`config.mk`:
```
export PLATFORM = sky130hd
export DESIGN_NAME = cdf_fetch_stream_flat
export DESIGN_NICKNAME = d
export VERILOG_FILES = /design/src/rtl/cdf_pkg.sv /design/src/rtl/cdf_fetch_stream_if.sv /design/src/rtl/cdf_fetch_fifo.sv /design/src/rtl/cdf_fetch_stream.sv /design/src/flat_wrapper.sv
export SDC_FILE = /design/constraint.sdc
export NUM_CORES = 1
export LEC_CHECK = 0
export CAP_MARGIN = 0
export CORE_ASPECT_RATIO = 1.2
export CORE_MARGIN = 2
export CORE_UTILIZATION = 45
export DETAILED_ROUTE_END_ITERATION = 8
export GPL_ROUTABILITY_DRIVEN = 0
export PLACE_DENSITY = 0.88
export SKIP_CTS_REPAIR_TIMING = 1
export SYNTH_ARGS = -nofsm -noshare
export SYNTH_HDL_FRONTEND = slang
export SYNTH_SLANG_ARGS = --single-unit
```
`constraint.sdc`:
```
create_clock -name clock -period 7.9 [get_ports clock]
set_input_delay 1.58 -clock clock [delete_from_list [all_inputs] [get_ports clock]]
set_output_delay 1.58 -clock clock [all_outputs]
set_load 0.02 [all_outputs]
```
`src/rtl/cdf_pkg.sv`:
```
// Shared types and helpers for the CDF fetch stage.
package cdf_pkg;

    typedef enum logic [1:0] {
        S_IDLE  = 2'd0,
        S_FETCH = 2'd1,
        S_DRAIN = 2'd2,
        S_DONE  = 2'd3
    } state_t;

    localparam logic [15:0] DEFAULT_TAG_VALUE = 16'hAAAA;

    // Width able to hold every bin index plus the terminal count NUM_BINS.
    function automatic int bin_idx_w(input int num_bins);
        return $clog2(num_bins + 1);
    endfunction

endpackage

```
`src/rtl/cdf_fetch_stream_if.sv`:
```
// Memory read port and output bin stream of the CDF fetch stage.
interface cdf_fetch_stream_if #(
    parameter int ADDR_W = 16,
    parameter int BUS_W  = 128,
    parameter int DATA_W = 20
);
    logic              rd_en;
    logic [ADDR_W-1:0] ReadAddress;
    logic [BUS_W-1:0]  ReadBus;

    // A beat transfers on any cycle with out_valid && out_ready; once out_valid
    // rises it stays high, with out_data/out_addr/out_last held, until that transfer.
    logic              out_valid;
    logic              out_ready;
    logic [DATA_W-1:0] out_data;
    logic [ADDR_W-1:0] out_addr;
    logic              out_last;

    modport master (
        output rd_en, ReadAddress, out_valid, out_data, out_addr, out_last,
        input  ReadBus, out_ready
    );

    modport slave (
        input  rd_en, ReadAddress, out_valid, out_data, out_addr, out_last,
        output ReadBus, out_ready
    );
endinterface

```
`src/rtl/cdf_fetch_fifo.sv`:
```
// Two-entry fall-through FIFO: an empty FIFO presents the incoming word at once.
module cdf_fetch_fifo #(
    parameter int W = 37
) (
    input  logic         clock,
    input  logic         reset,
    input  logic         flush,
    input  logic         push,
    input  logic [W-1:0] push_data,
    input  logic         pop,
    output logic         head_valid,
    output logic [W-1:0] head_data,
    output logic [1:0]   count
);
    logic [W-1:0] r_mem [2];
    logic         r_wr_ptr;
    logic         r_rd_ptr;
    logic [1:0]   r_count;

    logic w_empty;
    logic w_store;
    logic w_deq;

    assign w_empty = (r_count == 2'd0);
    // A word popped in the same cycle it arrives into an empty FIFO is never stored.
    assign w_store = push && !(w_empty && pop);
    assign w_deq   = pop && !w_empty;

    assign head_valid = !w_empty || push;
    assign head_data  = !w_empty ? r_mem[r_rd_ptr] : (push ? push_data : {W{1'b0}});
    assign count      = r_count;

    always_ff @(posedge clock or posedge reset) begin
        if (reset) begin
            r_count  <= 2'd0;
            r_wr_ptr <= 1'b0;
            r_rd_ptr <= 1'b0;
        end else if (flush) begin
            r_count  <= 2'd0;
            r_wr_ptr <= 1'b0;
            r_rd_ptr <= 1'b0;
        end else begin
            if (w_store) r_wr_ptr <= ~r_wr_ptr;
            if (w_deq)   r_rd_ptr <= ~r_rd_ptr;
            r_count <= r_count + {1'b0, w_store} - {1'b0, w_deq};
        end
    end

    always_ff @(posedge clock) begin
        if (w_store && !flush) r_mem[r_wr_ptr] <= push_data;
    end
endmodule

```
`src/rtl/cdf_fetch_stream.sv`:
```
// Fetch stage: reads NUM_BINS tagged histogram words and streams the bin counts out.
module cdf_fetch_stream
    import cdf_pkg::*;
#(
    parameter int NUM_BINS = 256,
    parameter int ADDR_W   = 16,
    parameter int BUS_W    = 128,
    parameter int DATA_W   = 20,
    parameter int TAG_W    = 16,
    parameter logic [TAG_W-1:0] TAG_VALUE = DEFAULT_TAG_VALUE,
    parameter int ERR_W    = 8
) (
    input  logic              clock,
    input  logic              reset,
    input  logic              start,
    input  logic              abort,
    input  logic [ADDR_W-1:0] base_addr,
    output logic              busy,
    output logic              done,
    output logic [ERR_W-1:0]  tag_err_cnt,
    output logic [1:0]        dbg_state,
    output logic [1:0]        dbg_fifo_count,
    cdf_fetch_stream_if.master bus
);
    localparam int BIN_W = bin_idx_w(NUM_BINS);
    localparam int PAY_W = DATA_W + ADDR_W + 1;
    localparam logic [BIN_W-1:0] LAST_IDX = BIN_W'(NUM_BINS - 1);
    localparam logic [BIN_W-1:0] ALL_IDX  = BIN_W'(NUM_BINS);

    state_t            r_state;
    state_t            w_next;
    logic [ADDR_W-1:0] r_addr;
    logic [BIN_W-1:0]  r_issued;
    logic              r_ret_valid;
    logic [ADDR_W-1:0] r_ret_addr;
    logic              r_ret_last;
    logic [ERR_W-1:0]  r_err;

    logic              w_issue;
    logic              w_accept;
    logic [TAG_W-1:0]  w_tag;
    logic              w_tag_ok;
    logic [DATA_W-1:0] w_bin;
    logic [PAY_W-1:0]  w_push_data;
    logic              w_head_valid;
    logic [PAY_W-1:0]  w_head;
    logic              w_pop;
    logic              w_last_hs;
    logic [1:0]        w_fifo_count;
    logic              w_unused_bus;

    assign w_tag        = bus.ReadBus[DATA_W+TAG_W-1:DATA_W];
    assign w_tag_ok     = (w_tag == TAG_VALUE);
    assign w_bin        = w_tag_ok ? bus.ReadBus[DATA_W-1:0] : {DATA_W{1'b0}};
    assign w_push_data  = {w_bin, r_ret_addr, r_ret_last};
    assign w_unused_bus = ^bus.ReadBus[BUS_W-1:DATA_W+TAG_W];

    assign w_accept = (r_state == S_IDLE) && start && !abort;
    // Credit of two: FIFO occupancy plus the word returning this cycle.
    assign w_issue  = (r_state == S_FETCH) && !abort && (r_issued != ALL_IDX) &&
                      (({1'b0, w_fifo_count} + {2'b00, r_ret_valid}) < 3'd2);
    assign w_pop     = w_head_valid && bus.out_ready;
    assign w_last_hs = w_pop && w_head[0];

    cdf_fetch_fifo #(.W(PAY_W)) u_fifo (
        .clock      (clock),
        .reset      (reset),
        .flush      (abort),
        .push       (r_ret_valid),
        .push_data  (w_push_data),
        .pop        (w_pop),
        .head_valid (w_head_valid),
        .head_data  (w_head),
        .count      (w_fifo_count)
    );

    always_comb begin
        w_next = r_state;
        if (abort) begin
            w_next = S_IDLE;
        end else begin
            case (r_state)
                S_IDLE:  if (start) w_next = S_FETCH;
                // The last beat can already hand off before FETCH sees the final issue.
                S_FETCH: if (w_last_hs) w_next = S_DONE;
                         else if (r_issued == ALL_IDX) w_next = S_DRAIN;
                S_DRAIN: if (w_last_hs) w_next = S_DONE;
                S_DONE:  w_next = S_IDLE;
                default: w_next = S_IDLE;
            endcase
        end
    end

    always_ff @(posedge clock or posedge reset) begin
        if (reset) begin
            r_state     <= S_IDLE;
            r_addr      <= '0;
            r_issued    <= '0;
            r_ret_valid <= 1'b0;
            r_ret_addr  <= '0;
            r_ret_last  <= 1'b0;
            r_err       <= '0;
        end else begin
            r_state <= w_next;
            if (abort) begin
                r_ret_valid <= 1'b0;
            end else begin
                r_ret_valid <= w_issue;
                if (w_issue) begin
                    r_ret_addr <= r_addr;
                    r_ret_last <= (r_issued == LAST_IDX);
                    r_addr     <= r_addr + ADDR_W'(1);
                    r_issued   <= r_issued + BIN_W'(1);
                end
                if (r_ret_valid && !w_tag_ok && (r_err != {ERR_W{1'b1}}))
                    r_err <= r_err + ERR_W'(1);
                if (w_accept) begin
                    r_addr   <= base_addr;
                    r_issued <= '0;
                    r_err    <= '0;
                end
            end
        end
    end

    assign bus.rd_en       = w_issue;
    assign bus.ReadAddress = r_addr;
    assign bus.out_valid   = w_head_valid;
    assign bus.out_data    = w_head[PAY_W-1 -: DATA_W];
    assign bus.out_addr    = w_head[ADDR_W:1];
    assign bus.out_last    = w_head[0];

    assign busy           = (r_state == S_FETCH) || (r_state == S_DRAIN);
    assign done           = (r_state == S_DONE);
    assign tag_err_cnt    = r_err;
    assign dbg_state      = r_state;
    assign dbg_fifo_count = w_fifo_count;
endmodule

```
`src/flat_wrapper.sv`:
```
// flat-port wrapper written by rule: the top's interface ports become plain ports
module cdf_fetch_stream_flat import cdf_pkg::*;
#(
    parameter int NUM_BINS = 256,
    parameter int ADDR_W   = 16,
    parameter int BUS_W    = 128,
    parameter int DATA_W   = 20,
    parameter int TAG_W    = 16,
    parameter logic [TAG_W-1:0] TAG_VALUE = DEFAULT_TAG_VALUE,
    parameter int ERR_W    = 8
)
  (clock, reset, start, abort, base_addr, busy, done, tag_err_cnt, dbg_state, dbg_fifo_count, bus_rd_en, bus_ReadAddress, bus_out_valid, bus_out_data, bus_out_addr, bus_out_last, bus_ReadBus, bus_out_ready);
  cdf_fetch_stream_if #(.ADDR_W(ADDR_W), .BUS_W(BUS_W), .DATA_W(DATA_W)) bus_i ();
  input  logic clock;
  input  logic reset;
  input  logic start;
  input  logic abort;
  input  logic [ADDR_W-1:0] base_addr;
  output logic busy;
  output logic done;
  output logic [ERR_W-1:0] tag_err_cnt;
  output logic [1:0] dbg_state;
  output logic [1:0] dbg_fifo_count;
  output wire logic [$bits(bus_i.rd_en)-1:0] bus_rd_en;
  output wire logic [$bits(bus_i.ReadAddress)-1:0] bus_ReadAddress;
  output wire logic [$bits(bus_i.out_valid)-1:0] bus_out_valid;
  output wire logic [$bits(bus_i.out_data)-1:0] bus_out_data;
  output wire logic [$bits(bus_i.out_addr)-1:0] bus_out_addr;
  output wire logic [$bits(bus_i.out_last)-1:0] bus_out_last;
  input wire logic [$bits(bus_i.ReadBus)-1:0] bus_ReadBus;
  input wire logic [$bits(bus_i.out_ready)-1:0] bus_out_ready;
  assign bus_rd_en = bus_i.rd_en;
  assign bus_ReadAddress = bus_i.ReadAddress;
  assign bus_out_valid = bus_i.out_valid;
  assign bus_out_data = bus_i.out_data;
  assign bus_out_addr = bus_i.out_addr;
  assign bus_out_last = bus_i.out_last;
  assign bus_i.ReadBus = bus_ReadBus;
  assign bus_i.out_ready = bus_out_ready;
  cdf_fetch_stream #(.NUM_BINS(NUM_BINS), .ADDR_W(ADDR_W), .BUS_W(BUS_W), .DATA_W(DATA_W), .TAG_W(TAG_W), .TAG_VALUE(TAG_VALUE), .ERR_W(ERR_W)) u_core (.clock(clock), .reset(reset), .start(start), .abort(abort), .base_addr(base_addr), .busy(busy), .done(done), .tag_err_cnt(tag_err_cnt), .dbg_state(dbg_state), .dbg_fifo_count(dbg_fifo_count), .bus(bus_i));
endmodule
```
==> out/summary.md, run 1 <==
### Synthesis
• **top flip-flop cell by instance count after synthesis** edfxtp_1
• **post-synthesis instance area** 6090 um2
• **list of most frequent post-synthesis cells** nand2_1 (100), edfxtp_1 (74), dfrtp_1 (57)
• **cells after synthesis** 546
• **net count after synthesis** 706
• **sequential area share after synthesis** 59.9%
• **Distinct cells, synth** 48
• **EDFF count, synth** 74
• **flops & latches, synth** 131
• **synth warn** 0
• **area share of the largest cell type after synthesis** 36.5%
• **count leader, synth** nand2_1
• **Mean Syn Cell Area** 11.2 um2
• **Synth area leader** edfxtp_1
• **proportion of register bits with asynchronous set or reset after synthesis** 43.5%
• **largest cells by area after synthesis** edfxtp_1 (36%), dfrtp_1 (23%), mux2i_1 (6.4%)

### Floorplanning
• **Initial Util** 46.0%
• **horizontal die dimension** 110 um
• **floorplan row count** 46
• **area of the placeable core** 13200 um2
• **total die area** 14500 um2
• **Vert. Die Dim** 131 um
• **boundary pin count** 218

### Cells and area
• **nets** 830
• **Layout Utilization** 60.9%
• **number of inserted diodes** 0
• **area added between synthesis and finish** 32.3%
• **proportion of layout cells with a drive suffix above 1** 6.88%
• **Layout fillers** 1107
• **number of cells in the finished layout apart from fillers** 851

### Timing
• **accumulated negative setup slack** 0 ns
• **setup repair after global routing missed its margin** false
• **number of failing setup endpoints in the final timing report** 0
• **final critical path time including I/O delays and setup** 5.98 ns
• **number of max-slew violations in the final report** 0
• **Clock Skew** 0.00808 ns
• **setup slack after layout** 1.92 ns
• **worst slew pin tran** 1.13 ns
• **maximum clock frequency** 0.167 GHz
• **Hold Vio Cnt, Final** 0
• **relative slew slack** 24.6%
• **fraction of the cycle the final worst path needs** 75.7%

### Worst setup path
• **Worst Reg2Reg Path Length in Cells** 9
• **FF-to-FF Start** u_core.r_issued[0]
• **Worst Setup End Kind** output port
• **CP max FO** 29
• **type of element launching the critical path** input pin
• **Setup CP Type** input pin to output port
• **capture point of the worst reg-to-reg path** u_core.r_issued[4]
• **Reg2Reg Setup Slack** 5.40 ns
• **data arrival time of the critical path** 4.40 ns
• **WP data required** 6.32 ns

### GRT
• **first-pass GRT wire length** 21700 um
• **largest net degree at the start of global routing** 58
• **number of global-route vias before repair** 4503
• **total gr overflow** 0
• **total routing usage reported by global routing** 19.0%
• **number of antenna violations at the first check in global routing** 0

### Detailed routing
• **violation count after the first detailed-route iteration** 230
• **detailed-route wire length per cell** 15.7 um
• **vias per cell** 5.29
• **Antenna Nets Post-Route** 0
• **first drt pass iteration count** 4
• **final WL** 13400 um
• **Post-route DRC** 0
• **vias post-DR** 4498

### Hold path
• **startpoint of the worst hold path** u_core.r_ret_addr[10]
• **worst hold path stage count** 0
• **worst hold-check path type** register to register
• **worst hold endpoint** u_core.u_fifo.r_mem[0][11]

### Power and ir drop
• **Power Dens Cells** 319 nW/um2
• **static leakage power** 3.00 nW
• **maximum resistive drop on vdd** 0.206 mV

### Clocking
• **number of buffers inserted during clock tree synthesis** 17
• **root buffer cell** clkbuf_16
• **H-tree depth reported by CTS** 4
• **number of sinks on the clock net** 131
• **maximum clock insertion buffer count** 2
• **Clock transition at path regs** 0.06 ns
• **clock network latency to the later pin of the worst-skew pair** 0.41 ns
• **CTS tree** built

### Placed design
• **Post-Place Cells** 819
• **number of buffer cells added on primary ports** 125
• **post-detailed-placement half-perimeter wirelength** 8850 um
• **worst slack after detailed placement** 1.90 ns

### Run
• **maxcap violations** 0

### Outcome
• **run status** completed

==> metal layers <==
layer / track usage (%) / up-vias / part of all wire [%]
li1: - / 2180 / -
met5: 0 / - / 0
met3: 4.32 / 11 / 5.4
met1: 24.1 / 2162 / 44
met2: 31.8 / 145 / 50
met4: 6.39 / 0 / 0.88
==> report_power, final <==
part | switching [mW] | internal, mW | total (mW)
logic | 0.440 | 0.396 | 0.836
clock network | 0.281 | 0.431 | 0.712
registers | 0.172 | 0.848 | 1.02
total | 0.893 | 1.67 | 2.57
==> cells in the final DEF, fill, tap and decap left out, types with 2 or more instances in the layout <==
cell type / netlist / layout
mux2_2: 2 / 2
nor4_1: 5 / 5
clkinv_2: 0 / 4
inv_6: 0 / 2
dfrtp_1: 57 / 56
or3_1: 3 / 3
xor2_1: 11 / 11
nand4_1: 5 / 5
inv_2: 2 / 3
o21a_1: 2 / 2
o21ai_1: 9 / 9
nand3_1: 25 / 25
o21ai_0: 47 / 47
a31oi_1: 2 / 2
edfxtp_1: 74 / 74
buf_4: 1 / 7
clkinv_4: 0 / 2
and2_1: 22 / 22
a21oi_1: 4 / 4
a211oi_1: 2 / 2
ha_1: 11 / 11
clkinvlp_4: 0 / 3
clkbuf_16: 0 / 17
nor4bb_1: 5 / 5
nor3_1: 10 / 9
clkbuf_1: 19 / 2
nand2_1: 100 / 100
and4_1: 3 / 3
and3_1: 5 / 5
clkdlybuf4s50_1: 0 / 125
inv_1: 15 / 14
nor2_1: 23 / 22
mux2i_1: 39 / 39
xnor2_1: 18 / 18
==> logic make-up after synthesis <==
family / synth area share [%]
AND/OR/NAND/NOR: 17.3
flip-flops: 59.9
AO/OA/AOI/OAI: 6.76
buffers and inverters: 2.88
multiplexers: 6.78
XOR/XNOR: 4.17
adder cells (fa/ha/maj): 2.26
==> cell type report <==
cell class	instances	area, um2	share of cell area [%]
Multi-Input combinational cell	371	2280	28.4
Sequential cell	131	3650	45.3
Clock inverter	13	111	1.38
Clock buffer	19	433	5.37
Tap cell	168	210	2.61
Inverter	17	63.8	0.792
Timing Repair Buffer	132	1300	16.2
==> sequential cells by signal, summed over array words and instances (netlist names) <==
name / cells
u_core.u_fifo.r_mem: 74
u_core.bus.ReadAddress: 16
u_core.r_ret_addr: 16
u_core.r_issued: 9
u_core.tag_err_cnt: 8
u_core.dbg_state: 2
u_core.u_fifo.count: 2
u_core.r_ret_last: 1
u_core.r_ret_valid: 1
u_core.u_fifo.r_rd_ptr: 1
u_core.u_fifo.r_wr_ptr: 1
==> how the worst max path moves through the flow <==
| stage | startpoint | to | slack (ns) | cells after the start |
|---|---|---|---|---|
| finish | bus_ReadBus[33] | bus_out_data[19] | 1.92 | 8 |
| global route | bus_ReadBus[23] | bus_out_data[0] | 1.65 | 8 |
| CTS | bus_ReadBus[33] | bus_out_data[0] | 1.88 | 8 |
| detailed placement | bus_ReadBus[23] | bus_out_data[0] | 1.90 | 8 |
| global placement | bus_ReadBus[31] | bus_out_data[16] | 1.94 | 8 |
| floorplan | abort | u_core.u_fifo.r_mem[1][0] | 2.87 | 2 |
==> worst max-delay path, cell delays in order <==
cell             delay [ns]
clkdlybuf4s50_1        0.45
nor4bb_1               0.27
and4_1                 0.23
buf_4                  0.29
and3_1                 0.70
nand2_1                0.12
o21ai_0                0.11
clkdlybuf4s50_1        0.63
==> metrics by stage <==
| stage | area [um2] | power, mW | hold slack (ns) |
|---|---|---|---|
| 2_1_floorplan | 6090 | 1.48 | 0.463 |
| 3_3_place_gp | 7510 | 1.84 | 0.481 |
| 3_5_place_dp | 7510 | 1.87 | 0.484 |
| 4_1_cts | 8060 | 2.59 | 0.497 |
| 5_1_grt | 8060 | 2.70 | 0.510 |
| 6_report | 8060 | 2.57 | 0.494 |
(Power assumes the default switching activity.)
==> run 2: changes to the inputs <==
--- a/config.mk
+++ b/config.mk
@@ -8,10 +8,10 @@
 export CAP_MARGIN = 0
 export CORE_ASPECT_RATIO = 1.2
 export CORE_MARGIN = 2
-export CORE_UTILIZATION = 45
+export CORE_UTILIZATION = 41
 export DETAILED_ROUTE_END_ITERATION = 8
 export GPL_ROUTABILITY_DRIVEN = 0
-export PLACE_DENSITY = 0.88
+export PLACE_DENSITY = 0.85
 export SKIP_CTS_REPAIR_TIMING = 1
 export SYNTH_ARGS = -nofsm -noshare
 export SYNTH_HDL_FRONTEND = slang
==> constraint.sdc (replaced) <==
create_clock -name clock -period 4.8 [get_ports clock]
set_input_delay 0.96 -clock clock [delete_from_list [all_inputs] [get_ports clock]]
set_output_delay 0.96 -clock clock [all_outputs]
set_load 0.02 [all_outputs]
==> run 2 against run 1 <==
Net effect:
- sequential share of layout area down 0.73 points
- final area grew 1.6%
- via count shrank 0.22%
- count of clock-buffer cells in the layout did not move
- sequential power increased by 63%
- combinational power is 69% higher
- die area rose by 9.4%
- final cell count rose by 4.2%
- worst setup slack got worse by 1.3 ns
- power rose by 71%
- clock power is 84% higher
- hold slack better by 0.0066 ns
- critical path type unchanged
- largest cell class unchanged
==> out/summary.md, run 2 (synthesis gave the netlist of run 1 again) <==
### Worst setup path
• **CP max FO** 20, -31%
• **Worst Setup End Kind** output port
• **data arrival time of the critical path** 3.26 ns, -1.14 ns
• **FF-to-FF Start** u_core.r_ret_valid
• **WP data required** 3.84 ns, -2.48 ns
• **start point of the critical path** bus_ReadBus[31]
• **type of element launching the critical path** input pin
• **Setup CP Type** input pin to output port

### Cells and area
• **number of inserted diodes** 0, unchanged
• **Largest Register** u_core.u_fifo.r_mem
• **area added between synthesis and finish** 34.4%
• **number of flip-flops in the largest register** 74, unchanged
• **proportion of layout cells with a drive suffix above 1** 7.86%, +0.98 points
• **commonest cells after routing, fill and taps aside** clkdlybuf4s50_1 (125), nand2_1 (100), edfxtp_1 (74)
• **most common library cell in the layout ignoring fill and taps** clkdlybuf4s50_1
• **nets** 834, +0.48%

### GRT
• **first-pass GRT wire length** 22100 um, +1.9%
• **total gr overflow** 0, unchanged
• **met1 Track Usage GR** 21.7%, -2.5 points
• **grt met2 use** 30.8%, -1.0 points
• **number of global-route vias before repair** 4487, -0.36%
• **largest net degree at the start of global routing** 48, -17%
• **met3 GRT Util** 4.71%, +0.39 points
• **GRT Max-Usage Layer** met2
• **total routing usage reported by global routing** 18.1%, -0.92 points
• **number of antenna violations at the first check in global routing** 0, unchanged

### Hold path
• **startpoint of the worst hold path** u_core.r_ret_addr[2]
• **worst hold-check path type** register to register

### Clocking
• **number of sinks on the clock net** 131, unchanged
• **CTS tree** built
• **maximum clock insertion buffer count** 2, unchanged
• **H-tree depth reported by CTS** 4, unchanged
• **Clock transition at path regs** 0.06 ns, about the same
• **number of buffers inserted during clock tree synthesis** 17, unchanged
• **root buffer cell** clkbuf_16
• **clock network latency to the later pin of the worst-skew pair** 0.42 ns, about the same

### Placed design
• **post-detailed-placement half-perimeter wirelength** 9260 um, +4.7%
• **number of buffer cells added on primary ports** 125, unchanged

### Timing
• **relative slew slack** 42.7%, +18 points
• **fraction of the cycle the final worst path needs** 87.9%
• **number of max-slew violations in the final report** 0, unchanged
• **worst slew pin tran** 0.859 ns, -0.272 ns
• **number of failing setup endpoints in the final timing report** 0, unchanged
• **Clock Skew** 0.00888 ns, +0.000793 ns
• **Hold Vio Cnt, Final** 0, unchanged
• **maximum clock frequency** 0.237 GHz
• **final critical path time including I/O delays and setup** 4.22 ns
• **accumulated negative setup slack** 0 ns, unchanged
• **setup repair after global routing missed its margin** false

### Detailed routing
• **vias per cell** 5.06, -4.3%
• **violation count after the first detailed-route iteration** 307, +33%
• **Antenna Nets Post-Route** 0, unchanged
• **final WL** 13900 um, +3.7%
• **vias post-DR** 4488, -0.22%
• **detailed-route wire length per cell** 15.6 um, -0.52%
• **Post-route DRC** 0, unchanged
• **first drt pass iteration count** 5, +1

### Power and ir drop
• **static leakage power** 3.05 nW, +2.0%
• **final total power** 4.38 mW, +71%
• **Power Dens Cells** 535 nW/um2, +68%
• **maximum resistive drop on vdd** 0.356 mV, +72%

### Floorplanning
• **area of the placeable core** 14500 um2, +9.3%
• **total die area** 15900 um2, +9.4%
• **floorplan row count** 48, +4.3%
• **boundary pin count** 218, unchanged
• **Vert. Die Dim** 138 um, +4.6%
• **Initial Util** 42.1%, -3.9 points
• **horizontal die dimension** 115 um, +4.6%

### Outcome
• **run status** completed

### Run
• **maxcap violations** 0, unchanged

[run 2: final timing paths]
| path | to | slack [ns] | cells after the start |
|---|---|---|---|
| setup / recovery | bus_out_data[0] | 0.58 | 8 |
| hold / removal | u_core.u_fifo.r_mem[1][3] | 0.50 | 0 |
| setup reg to reg | u_core.bus.ReadAddress[2] | 2.30 | 7 |
| hold reg to reg | u_core.u_fifo.r_mem[1][3] | 0.50 | 0 |
| max in group asynchronous | u_core.r_ret_addr[10] | 3.03 | 3 |
| min in group asynchronous | u_core.dbg_state[1] | 0.94 | 2 |
[run 2: power by group]
| part | total [mW] | internal (mW) | leakage, nW | switching, mW |
|---|---|---|---|---|
| sequential | 1.66 | 1.40 | 1.40 | 0.265 |
| clock | 1.31 | 0.816 | 0.301 | 0.493 |
| combinational | 1.41 | 0.661 | 1.36 | 0.752 |
| total | 4.38 | 2.87 | 3.05 | 1.51 |
[run 2: stage by stage]
step                      utilization (%)  worst slack, ns  cells  hold slack [ns]  instance area, um2
after CTS                            56.6            0.543    887            0.504                8190
after global placement               52.4            0.636    855            0.474                7580
after floorplan                         -            0.390    546            0.463                6090
after detailed placement             52.4            0.537    855            0.488                7580
final                                56.6            0.582    887            0.500                8190
after global routing                 56.6            0.405    887            0.525                8190
[run 2: per-layer routing]
| layer | vias up | share of wire [%] |
|---|---|---|
| li1 | 2190 | - |
| met3 | 11 | 6.2 |
| met2 | 141 | 49 |
| met1 | 2146 | 44 |
| met4 | 0 | 0.90 |
| met5 | - | 0 |
[run 2: worst max-delay path, stage by stage]
cell             delay, ns
clkdlybuf4s50_1       0.45
nor4bb_1              0.31
and4_1                0.30
and3_1                0.16
buf_4                 0.25
nand2_1               0.08
o21ai_0               0.08
clkdlybuf4s50_1       0.65
[run 2: area by class of cell]
| type | count | area (um2) |
|---|---|---|
| inverters | 17 | 63.8 |
| clock inverters | 13 | 143 |
| repair buffers | 136 | 1330 |
| well taps | 200 | 250 |
| flip-flops and latches | 131 | 3650 |
| fillers | 1219 | 6280 |
| clock buffers | 19 | 464 |
| multi-input cells | 371 | 2280 |
